===== src/rtl/timer_alarm_ctrl.sv =====
// Round-robin alarm scheduler: one shared wrap-safe comparator visits one channel
// per cycle and raises pending/overrun flags plus a prioritised interrupt.
module timer_alarm_ctrl #(
  parameter int NCHAN = 4,
  parameter int CW    = 2
) (
  input  logic             clock,
  input  logic             reset_n,
  input  logic             clock_valid,
  input  logic [31:0]      timer_in,
  input  logic             wr_en,
  input  logic             cancel,
  input  logic [CW-1:0]    wr_chan,
  input  logic [31:0]      wr_deadline,
  input  logic [31:0]      wr_interval,
  input  logic             wr_periodic,
  input  logic [NCHAN-1:0] ack,
  output logic [NCHAN-1:0] armed,
  output logic [NCHAN-1:0] pending,
  output logic [NCHAN-1:0] overrun,
  output logic             irq,
  output logic [CW-1:0]    irq_chan
);

  logic [31:0]      deadline [NCHAN];
  logic [31:0]      interval [NCHAN];
  logic [NCHAN-1:0] periodic;
  logic [CW-1:0]    scan_ptr;

  logic [31:0] delta;
  logic        blocked;
  logic        fire;

  // A clear sign bit on (timer - deadline) means the deadline is now or in the past.
  // NOTE: every always_comb output gets a default first so no latch is inferred.
  always_comb begin
    delta   = timer_in - deadline[scan_ptr];
    blocked = (wr_en || cancel) && (wr_chan == scan_ptr);
    fire    = armed[scan_ptr] && !delta[31] && !blocked;
  end

  always_ff @(posedge clock) begin
    if (clock_valid) begin
      if (!reset_n) begin
        scan_ptr <= '0;
        armed    <= '0;
        pending  <= '0;
        overrun  <= '0;
        periodic <= '0;
        // NOTE: the deadline/interval arrays are cleared too, so a channel armed
        // after reset never compares against leftover values.
        for (int i = 0; i < NCHAN; i++) begin
          deadline[i] <= '0;
          interval[i] <= '0;
        end
      end else begin
        // NOTE: non-blocking assignments throughout; later statements in this
        // block deliberately override earlier ones (write beats expiry beats ack).
        scan_ptr <= scan_ptr + CW'(1);
        pending  <= pending & ~ack;
        overrun  <= overrun & ~ack;

        if (fire) begin
          pending[scan_ptr] <= 1'b1;
          if (pending[scan_ptr] && !ack[scan_ptr]) begin
            overrun[scan_ptr] <= 1'b1;
          end
          if (periodic[scan_ptr] && (interval[scan_ptr] != '0)) begin
            deadline[scan_ptr] <= deadline[scan_ptr] + interval[scan_ptr];
          end else begin
            armed[scan_ptr] <= 1'b0;
          end
        end

        if (wr_en) begin
          deadline[wr_chan] <= wr_deadline;
          interval[wr_chan] <= wr_interval;
          periodic[wr_chan] <= wr_periodic;
          armed[wr_chan]    <= 1'b1;
          pending[wr_chan]  <= 1'b0;
          overrun[wr_chan]  <= 1'b0;
        end else if (cancel) begin
          armed[wr_chan]   <= 1'b0;
          pending[wr_chan] <= 1'b0;
          overrun[wr_chan] <= 1'b0;
        end
      end
    end
  end

  // Lowest pending index wins; scanning downward lets the last hit be the lowest.
  always_comb begin
    irq      = |pending;
    irq_chan = '0;
    for (int i = NCHAN - 1; i >= 0; i--) begin
      if (pending[i]) irq_chan = CW'(i);
    end
  end

endmodule

===== config.mk =====
export PLATFORM = sky130hd
export DESIGN_NAME = timer_alarm_ctrl
export DESIGN_NICKNAME = d
export VERILOG_FILES = /design/src/rtl/timer_alarm_ctrl.sv
export SDC_FILE = /design/constraint.sdc
export NUM_CORES = 1
export LEC_CHECK = 0
export BUFFER_PORTS_ARGS = -buffer_cell sky130_fd_sc_hd__buf_2
export CAP_MARGIN = 25
export CORE_UTILIZATION = 29
export CTS_CLUSTER_DIAMETER = 60
export DETAILED_ROUTE_END_ITERATION = 7
export HOLD_SLACK_MARGIN = 0.06
export PLACE_DENSITY = 0.43
export SLEW_MARGIN = 20
export SYNTH_ARGS = -nofsm -noshare
export SYNTH_HDL_FRONTEND = slang
export SYNTH_SLANG_ARGS = --single-unit

===== constraint.sdc =====
create_clock -name clock -period 9.85 [get_ports clock]
set_clock_uncertainty 0.2 [all_clocks]
set_input_delay 0.985 -clock clock [delete_from_list [all_inputs] [get_ports clock]]
set_output_delay 0.985 -clock clock [all_outputs]
set_load 0.01 [all_outputs]

# [After elaboration in Yosys (flattened, before gate mapping)]
# Memory sizes are Yosys's and may differ from the RTL's. A register that Yosys moved wholly into a read port is not among the register bits.
# Index checks and enable logic that the tools add are counted.
[word_totals] inputBits=108 mem_count=2 reg_bits=18 out_inout_bits=15 mem_bits_rw=256
[mem_list] memory="deadline" words=4 word_bits=32 rd=1 rd_ports_with_merged_regs=1 wr=4 line="25" source="logic [31:0] deadline [NCHAN];"
[mem_list] memory="interval" words=4 word_bits=32 rd=1 rd_ports_with_merged_regs=1 wr=4 line="26" source="logic [31:0] interval [NCHAN];"
[op_classes] magnitude_cmp=4 n_reduce_logical=17 n_eq_ne=2 mux=60 bitwise=12 addsub=3
[ops] operator="$mux 32" count=3
[ops] operator="$reduce_or 32->1" count=3
[ops] operator="$mux 4" count=18
[ops] operator="$add 32x32->32" count=1
[ops] operator="$reduce_bool 32->1" count=1
[ops] operator="$sub 32x32->32" count=1
[ops] operator="$and 4x4->4" count=6
[ops] operator="$mux 2" count=11
[ops] operator="$mux 1" count=21
[ops] operator="$not 4->4" count=3
[ops] operator="$or 4x4->4" count=3
[ops] operator="$bmux 1 s2" count=4
[ops] operator="$logic_and 1x1->1" count=7
[ops] operator="$lt 2x3->1 const B" count=2
[ops] operator="$bwmux 4" count=1
[ops] operator="$demux 1 s2" count=2
[ops] operator="$ge 2x1->1 const B" count=2
[ops] operator="$reduce_or 4->1" count=1
[ops] operator="$logic_not 1->1" count=3
[ops] operator="$add 2x1->2 const B" count=1
[ops] operator="$eq 2x2->1" count=1
[ops] operator="$ne 2x1->1 const B" count=1
[ops] operator="$reduce_and 2->1" count=1
[ops] operator="$logic_or 1x1->1" count=1

# [Longest topological paths before layout]
# Gate-level depths: netlist of the first run.
[logic_depth] ltp_word=13 depth_mapped=16

# [Worst setup path after synthesis of the first run]
# No wires, ideal clock.
[synth_timing] kind="flip-flop to flip-flop" from="reg (tool-made name)" to="mem deadline[3][0], enable pin" setup_time_ps=436 path_slack_ps=3519 stages_incl_launch_ff=16 arrival_ps=5695 cell_sequence="dfxtp_1 > buf_6 > buf_2 > buf_1 > mux4_2 > inv_1 > ha_1 > a211oi_1 > o21ai_0 > o221a_2 > a2111oi_0 > nand4b_1 > a211o_1 > buf_6 > buf_2 > o221ai_1"
[synth_rtl] element="end, declared" line="25"

==> run summary, run 1 <==
The run finished with clean final reports. The worst path needs 6.02 ns of the cycle, external delays included. The logs give 166 MHz for the fmax and 6.62 nW for the standby leakage power. Sorting the synthesized cells by area gives the leading types as sky130_fd_sc_hd__edfxtp_1 (54%), sky130_fd_sc_hd__mux4_2 (9.8%), sky130_fd_sc_hd__a22o_1 (5.5%). The sequential element share of the synthesized area was 0.545; the logic depth of the worst path, buffers included was 13. Dividing the detail-routed wire length by the instance count gives 24.3 µm. The sink count of the clock tree is 276. The max-slew violation total from the final report is 0.

Entering global routing, the biggest net connects 75 pins. The share of post-route cells with drive strength above 1 is 0.220. The final RePlAce weighted congestion was 0.837; the clock network latency to the later pin of the worst-skew pair was 0.56 ns. The net count of the finished layout is 1480.

The initial antenna violation count came out at 1. The count of buffers from port buffering was 122. The element type at the critical path end was a flop. The tools report the synthesized netlist net count as 1368. On the final layout, the worst hold slack is 0.402 ns. The cell with the largest stage delay on the worst path was sky130_fd_sc_hd__dfxtp_2. Traced cell by cell, the critical path runs through buf_4 -> mux4_2 -> inv_1 -> ha_1 -> nand4_1 -> nor4_1 -> a2111oi_0 -> buf_1 -> a211o_1 -> a211o_1 -> buf_4 -> o221ai_4 -> buf_4.

The post-detailed-placement half-perimeter wirelength was 33200 µm; the count of routing violations after the opening detailed-route iteration was 790. The min-delay analysis places its worst path in the category reg -> reg. The synthesized design contains 276 register bits. The number of inserted diodes is 0. The die outline area came out at 53200 µm². Across the VDD grid, the largest voltage drop is 0.000110 V. The total wire length was 48900 µm; the critical path arrival was 6.03 ns. The pre-CTS setup slack was 3.76 ns.

The worst setup path is of the reg -> reg kind. The clock-pin slew of the registers on the worst-case setup and hold paths was 0.06 ns; the share of the clock period used by the worst path after layout was 0.611. STA classifies the critical path startpoint as a flop.

The H-tree generated during clock tree synthesis spans 2 levels. The post-synthesis to final-layout area growth is 17.4%. Cell taking the most area after synthesis: sky130_fd_sc_hd__edfxtp_1. For the pin with the worst max-slew slack, the measured transition is 0.894 ns. The number of synthesis warnings was 0.

The number of setup buffers added after CTS is 0, and the maximum count of clock buffers along a single path is 3. Among cell families on the critical path, the largest total delay comes from buffers and inverters. Proportion of netlist area held by the largest area contributor: 0.543. The x dimension of the die was 231 µm. Hold repair after CTS inserted 0 buffers.

The total power divided by cell area is 199 nW/µm², and the peak fanout along the critical path is 40. Global routing finished with a remaining overflow of 0. The floorplan has 83 rows. In this run, CTS created clock tree buffers numbering 37.

After clock tree synthesis, the repair step resized 0 gates. TritonCTS built the clock tree. For this run, the leading register cell type out of synthesis is sky130_fd_sc_hd__edfxtp_1. The required time reported for the critical path endpoint was 9.85 ns; the starting density of the core was 0.294. Across the run, the number of max-cap violations was 0. Setup repair after global routing left no endpoint under its margin. The total negative slack for setup checks is 0 ns, and the vertical die dimension is 231 µm.

Post-synthesis average cell area: 12.7 µm². The hold violation total from the final report was 0. The most repeated library cell on the critical path is sky130_fd_sc_hd__buf_4. The worst max-slew margin expressed relative to the limit was 0.403; the buffering stage count on the worst path with inverters included was 5. The worst path meets setup with 3.83 ns of slack. The tools report the number of nets still failing antenna checks after routing as 0. Synthesis produced a netlist whose cell count is 1194. The first global-routing pass estimated 72000 µm of wire.

The share of synthesized flip-flops with an asynchronous set or reset is 0, and the I/O pin count is 123. The total area inside the core boundary comes to 51500 µm². The post-layout utilization of the core is 0.346, and the ratio of routed vias to standard cells is 5.26. The worst hold path stage count is 2.

The largest stage delay on the critical path is 0.81 ns, and the post-route DRC violation count is 0. For the number of setup violations in the final report, the log shows 0. The first detailed-routing pass took 5 iterations. The final route contains 10.6k vias.

The via count of the first global-routing pass was 10.9k; the number of flops mapped to enable cells by yosys was 274. The global-route total usage across every layer came out at 0.186. The number of cells on the worst reg-to-reg path is 13. The run gives 59 as the number of library cell types mapped by synthesis. The cell sitting at the root of the clock tree is a sky130_fd_sc_hd__clkbuf_16. Total standard cell area after synthesis: 15200 µm².
[cell usage in the layout (no fill, tap or decap), types with 8 or more instances in the layout]
| master | n |
|---|---|
| sky130_fd_sc_hd__a21boi_0 | 8 |
| sky130_fd_sc_hd__a21o_1 | 14 |
| sky130_fd_sc_hd__a21oi_1 | 41 |
| sky130_fd_sc_hd__a22o_1 | 95 |
| sky130_fd_sc_hd__a31oi_1 | 8 |
| sky130_fd_sc_hd__and2_1 | 10 |
| sky130_fd_sc_hd__and3_1 | 45 |
| sky130_fd_sc_hd__buf_2 | 122 |
| sky130_fd_sc_hd__buf_4 | 20 |
| sky130_fd_sc_hd__clkbuf_16 | 37 |
| sky130_fd_sc_hd__clkinv_2 | 8 |
| sky130_fd_sc_hd__edfxtp_1 | 274 |
| sky130_fd_sc_hd__ha_1 | 65 |
| sky130_fd_sc_hd__inv_1 | 72 |
| sky130_fd_sc_hd__mux4_2 | 66 |
| sky130_fd_sc_hd__nand2_1 | 105 |
| sky130_fd_sc_hd__nand3_1 | 13 |
| sky130_fd_sc_hd__nand4_1 | 11 |
| sky130_fd_sc_hd__nor2_1 | 82 |
| sky130_fd_sc_hd__nor4_1 | 12 |
| sky130_fd_sc_hd__o21ai_0 | 43 |
| sky130_fd_sc_hd__o31ai_1 | 14 |
| sky130_fd_sc_hd__xnor2_1 | 17 |
| sky130_fd_sc_hd__xor2_1 | 20 |
[power breakdown]
part	total, mW	leakage [nW]	switching, mW	internal, mW
combinational	0.790	3.51	0.506	0.284
sequential	1.40	2.52	0.0356	1.36
clock	1.36	0.595	0.548	0.813
total	3.55	6.62	1.09	2.46
[cell families (layout without fill, tap and decap cells)]
| kind of cell | Yosys count | count (layout) | synth area share |
|---|---|---|---|
| AOI/OAI and AO/OA | 281 | 281 | 0.135 |
| xor gates and xnor gates | 37 | 37 | 0.0214 |
| adders and majority gates | 66 | 66 | 0.0549 |
| buffers and inverters | 146 | 285 | 0.0413 |
| DFF | 276 | 276 | 0.545 |
| muxes | 68 | 68 | 0.0993 |
| and+or+nand+nor | 320 | 320 | 0.103 |
[sequential cells by signal, summed over array words and instances (netlist names), named ones only]
register  count
armed         4
deadline    128
interval    128
overrun       4
pending       4
periodic      4
scan_ptr      2
[worst paths after layout]
path	start	end	slack, ns
hold reg to reg	overrun[0]$_SDFFCE_PN0P_	overrun[0]$_SDFFCE_PN0P_	0.40
setup reg to reg	flop	deadline[3][24]$_DFFE_PP_	3.83
hold / removal	overrun[0]$_SDFFCE_PN0P_	overrun[0]$_SDFFCE_PN0P_	0.40
setup / recovery	flop	deadline[3][24]$_DFFE_PP_	3.83
[layer usage]
metal / part of all wire / global-route usage
met2: 0.46 / 0.292
met5: 0.00016 / 0
met1: 0.47 / 0.264
met4: 0.022 / 0.0565
met3: 0.049 / 0.0267
[worst min-delay path, cell delays in order (launching register included)]
cell and delay [ns]:
sky130_fd_sc_hd__edfxtp_1 0.35, sky130_fd_sc_hd__a32oi_1 0.07, sky130_fd_sc_hd__nor2_1 0.08
[layout make-up]
class	instances	area, µm²
Multi-Input combinational cell	772	6350
Sequential cell	276	8270
Fill cell	5127	33700
Inverter	72	270
Tap cell	680	851
Clock inverter	26	268
Clock buffer	40	957
Timing Repair Buffer	147	836
[Yosys cell counts (all sizes together) (3+ instances only)]
| library cell | number |
|---|---|
| o41ai | 3 |
| a21boi | 10 |
| inv | 72 |
| o21ai | 49 |
| a32o | 5 |
| nor4 | 12 |
| o311ai | 3 |
| a32oi | 4 |
| o31ai | 14 |
| nor2 | 87 |
| xor2 | 20 |
| a211o | 4 |
| a22o | 95 |
| clkbuf | 51 |
| a21oi | 41 |
| nand3 | 15 |
| edfxtp | 274 |
| a211oi | 4 |
| and3 | 46 |
| nor2b | 6 |
| nor3 | 8 |
| o21a | 6 |
| mux4 | 66 |
| or3 | 3 |
| nand2 | 105 |
| buf | 23 |
| xnor2 | 17 |
| a21o | 14 |
| ha | 65 |
| o21bai | 6 |
| a31oi | 8 |
| a2111oi | 3 |
| and2 | 10 |
| and4 | 5 |
| nand2b | 6 |
| nand4 | 11 |
[per-stage QoR]
stage                     power [mW]  instances  instance area, µm²
after floorplan                 1.92       1194               15200
after global placement          2.21       1942               16500
after detailed placement        2.21       1947               16600
after CTS                       3.58       2013               17800
after global routing            3.70       2013               17800
final                           3.55       2013               17800
No activity file was read; power rests on OpenSTA's default activity.
==> run 2: changes to the inputs <==
--- a/config.mk
+++ b/config.mk
@@ -11,7 +11,7 @@
 export CTS_CLUSTER_DIAMETER = 60
 export DETAILED_ROUTE_END_ITERATION = 7
 export HOLD_SLACK_MARGIN = 0.06
-export PLACE_DENSITY = 0.43
+export PLACE_DENSITY = 0.44
 export SLEW_MARGIN = 20
 export SYNTH_ARGS = -nofsm -noshare
 export SYNTH_HDL_FRONTEND = slang
==> constraint.sdc (replaced) <==
create_clock -name clock -period 5.5 [get_ports clock]
set_clock_uncertainty 0.2 [all_clocks]
set_input_delay 0.55 -clock clock [delete_from_list [all_inputs] [get_ports clock]]
set_output_delay 0.55 -clock clock [all_outputs]
set_load 0.01 [all_outputs]
==> run 2 against run 1 <==
Core utilization barely moved. Critical path depth did not move. Combinational power rose by 85%. First-iteration DRC count rose by 15%. Final area barely moved.
==> run summary, run 2 (synthesis results as in run 1) <==
STA classifies the critical path endpoint as a flop. Data arrives at the worst endpoint at 5.03 ns. The transition time of the tightest slew-check pin is 1.02 ns. The startpoint identified for the worst hold timing path is wr_interval[20]. From synthesis to final layout, the design area changed by 17.5%. Setup repair after global routing left no endpoint under its margin. The number of gates given a new drive strength after cts was 0; the worst hold path stage count was 3. The path class of the tightest hold or removal check is in -> reg. The run gives 276 as the sink count of the clock tree. The run gives 2023 as the post-route non-filler standard cell count. In the final layout, the registers with the most flip-flops are deadline: 128 flops, interval: 128 flops.

The run gives 83 as the placement row count. After clock tree synthesis, the flow added hold-fix buffers numbering 0. Using the TritonRoute via totals, the vias-per-cell ratio works out to 5.26.

The number of nets still failing antenna checks after routing was 0; the met1 usage was 0.254. The routed design could run at a clock period as short as 5.06 ns. The run gives 5186 as the fill cell instance count of the final layout. TritonCTS built the clock tree.

Dividing total power by cell area gives a power density of 346 nW/µm². Max-slew violation total from the final report: 0. After detailed placement, the design holds a cell count of 1961. Fmax: 197 MHz. For this run, the post-layout net count is 1492. Across all hold checks on the routed design, the worst slack comes to 0.119 ns.

The library cell used most frequently in the layout, excluding fill and tap cells, is sky130_fd_sc_hd__edfxtp_1. Entering global routing, the biggest net connects 45 pins. For hold timing, the worst endpoint is interval[3][20]$_DFFE_PP_. The tools report the reg-to-reg setup timing slack as 0.44 ns. The average wire length per cell after detail routing was 23.9 µm; the logic depth of the worst register-to-register path was 13.

Counting along the longest clock path gives a buffer depth of 3. The share of post-route cells with drive strength above 1 was 0.221. Across the run, the number of max-cap violations was 0.

The flow ran to the end, and the final reports show no timing, DRC or antenna violations. The tools report the met3 demand-to-capacity share in global routing as 0.0277. The via count of the first global-routing pass came out at 10.9k. Summing all multi-input logic gate instances after layout gives 6340 µm². The library cells used most frequently in the layout, excluding fill and tap cells, are sky130_fd_sc_hd__edfxtp_1 (274), sky130_fd_sc_hd__buf_2 (122), sky130_fd_sc_hd__nand2_1 (105). The final RePlAce weighted congestion came out at 0.826. The worst setup margin came out at 0.436 ns. The share of the clock period used by the worst path after layout is 0.921, and the count of buffers from port buffering is 122. Prior to clock tree synthesis, the placed netlist has a worst setup slack of 0.374 ns. The global-route total usage across every layer is 0.182, and the starting density of the core is 0.294. For the number of inserted diodes, the log shows 0.

The post-detailed-placement half-perimeter wirelength was 32300 µm. The vertical die dimension was 231 µm; the worst max-slew margin expressed relative to the limit was 0.315. After global routing the overflow that remains totals 0. The first-pass detailed-route iteration total was 5.

The post-route DRC violation count is 0. Cell at the root of the clock tree: sky130_fd_sc_hd__clkbuf_16. Counting the buffers created by CTS gives 35.

The layer flagged by global routing as most heavily used is met2. Along the worst path, the maximum fanout reaches 32. The standard cell core area is 51500 µm², and the die outline area is 53200 µm². The total wire length is 48400 µm. The hold violation total from the final report was 0; the total via count in the routed design was 10.6k. After clock tree synthesis, the clock-pin slew on the worst setup and hold paths is 0.06 ns. Wire length of the first global-routing pass: 71500 µm. In this run the critical register-to-register path is captured at deadline[0][9]$_DFFE_PP_. The logs give 909 for the count of routing violations after the opening detailed-route iteration and 8270 µm² for the sequential cell area. The analysis attributes to cell leakage a power of 6.64 nW.

The number of levels in the clock H-tree is 2, and the x dimension of the die is 231 µm. The startpoint kind of the worst setup timing path is a flop. The worst-case IR drop observed on VDD is 0.000165 V.

The initial antenna violation count was 2. I/O pin count: 123. In the final timing run, aggregate negative setup slack is 0 ns. The number of setup buffers added after CTS is 0. The critical path is of the reg -> reg type. The routing usage on met2 was 0.293; the number of setup violations in the final report was 0. The tools report the required time reported for the critical path endpoint as 5.47 ns. For the worst-skew pair, the clock arrives at the later sink with an insertion delay of 0.55 ns.
==> run 2: cell count changes in the layout (fill, tap and decap cells not counted), moves of 2 or more <==
cell / before / now
sky130_fd_sc_hd__buf_12: 2 / 6
sky130_fd_sc_hd__buf_4: 20 / 32
sky130_fd_sc_hd__clkinvlp_4: 4 / 1
sky130_fd_sc_hd__bufinv_16: 4 / 2
sky130_fd_sc_hd__clkbuf_1: 1 / 10
sky130_fd_sc_hd__clkbuf_8: 2 / 0
sky130_fd_sc_hd__clkinv_2: 8 / 4
sky130_fd_sc_hd__buf_1: 2 / 0
==> run 2: worst max path at each step <==
stage / start / endpoint / slack, ns / cells after the start
2_1_floorplan: flop / deadline[2][0]$_DFFE_PP_ / 0.004 / 15
3_3_place_gp: flop / deadline[2][9]$_DFFE_PP_ / 0.15 / 12
4_1_cts: flop / deadline[1][17]$_DFFE_PP_ / 0.34 / 14
5_1_grt: flop / deadline[2][31]$_DFFE_PP_ / 0.19 / 14
3_5_place_dp: flop / deadline[1][16]$_DFFE_PP_ / 0.37 / 14
6_report: flop / deadline[0][9]$_DFFE_PP_ / 0.44 / 13
==> run 2: where the power goes <==
part,switching (mW),total [mW],internal [mW]
Combinational,0.924,1.46,0.536
Clock,0.916,2.22,1.31
Sequential,0.0430,2.48,2.44
Total,1.88,6.17,4.28
==> run 2: area by class of cell <==
class	instances	area share
clock buffer	46	0.0527
clock inverter	16	0.00864
inverter	72	0.0152
multi-input combinational	772	0.356
sequential	276	0.464
tap	680	0.0478
timing repair buffer	161	0.0553
==> run 2: worst max-delay path, stage by stage (launching register included) <==
cell                        delay (ns)
sky130_fd_sc_hd__dfxtp_4          0.46
sky130_fd_sc_hd__buf_12           0.22
sky130_fd_sc_hd__mux4_2           0.53
sky130_fd_sc_hd__inv_1            0.08
sky130_fd_sc_hd__ha_1             0.23
sky130_fd_sc_hd__a21o_1           0.16
sky130_fd_sc_hd__a21o_1           0.17
sky130_fd_sc_hd__a21o_1           0.20
sky130_fd_sc_hd__a2111oi_1        0.94
sky130_fd_sc_hd__nand4b_1         0.25
sky130_fd_sc_hd__a211o_1          0.44
sky130_fd_sc_hd__nor3_4           0.15
sky130_fd_sc_hd__or2_2            0.13
sky130_fd_sc_hd__buf_4            0.51
==> run 2: through the flow <==
step	utilization	area (µm²)	total power, mW
CTS	0.346	17800	6.23
floorplan	-	15200	3.45
detailed placement	0.325	16700	3.98
global route	0.346	17800	6.42
finish	0.346	17800	6.17
global placement	0.324	16700	3.98
==> run 2: layer usage <==
metal / share of wire / wire length (µm) / vias to the layer above
met4: 0.021 / 1010 / 4
met2: 0.47 / 22700 / 277
li1: - / - / 4885
met1: 0.46 / 22300 / 5417
met5: 0.00048 / 23 / -
met3: 0.047 / 2290 / 56
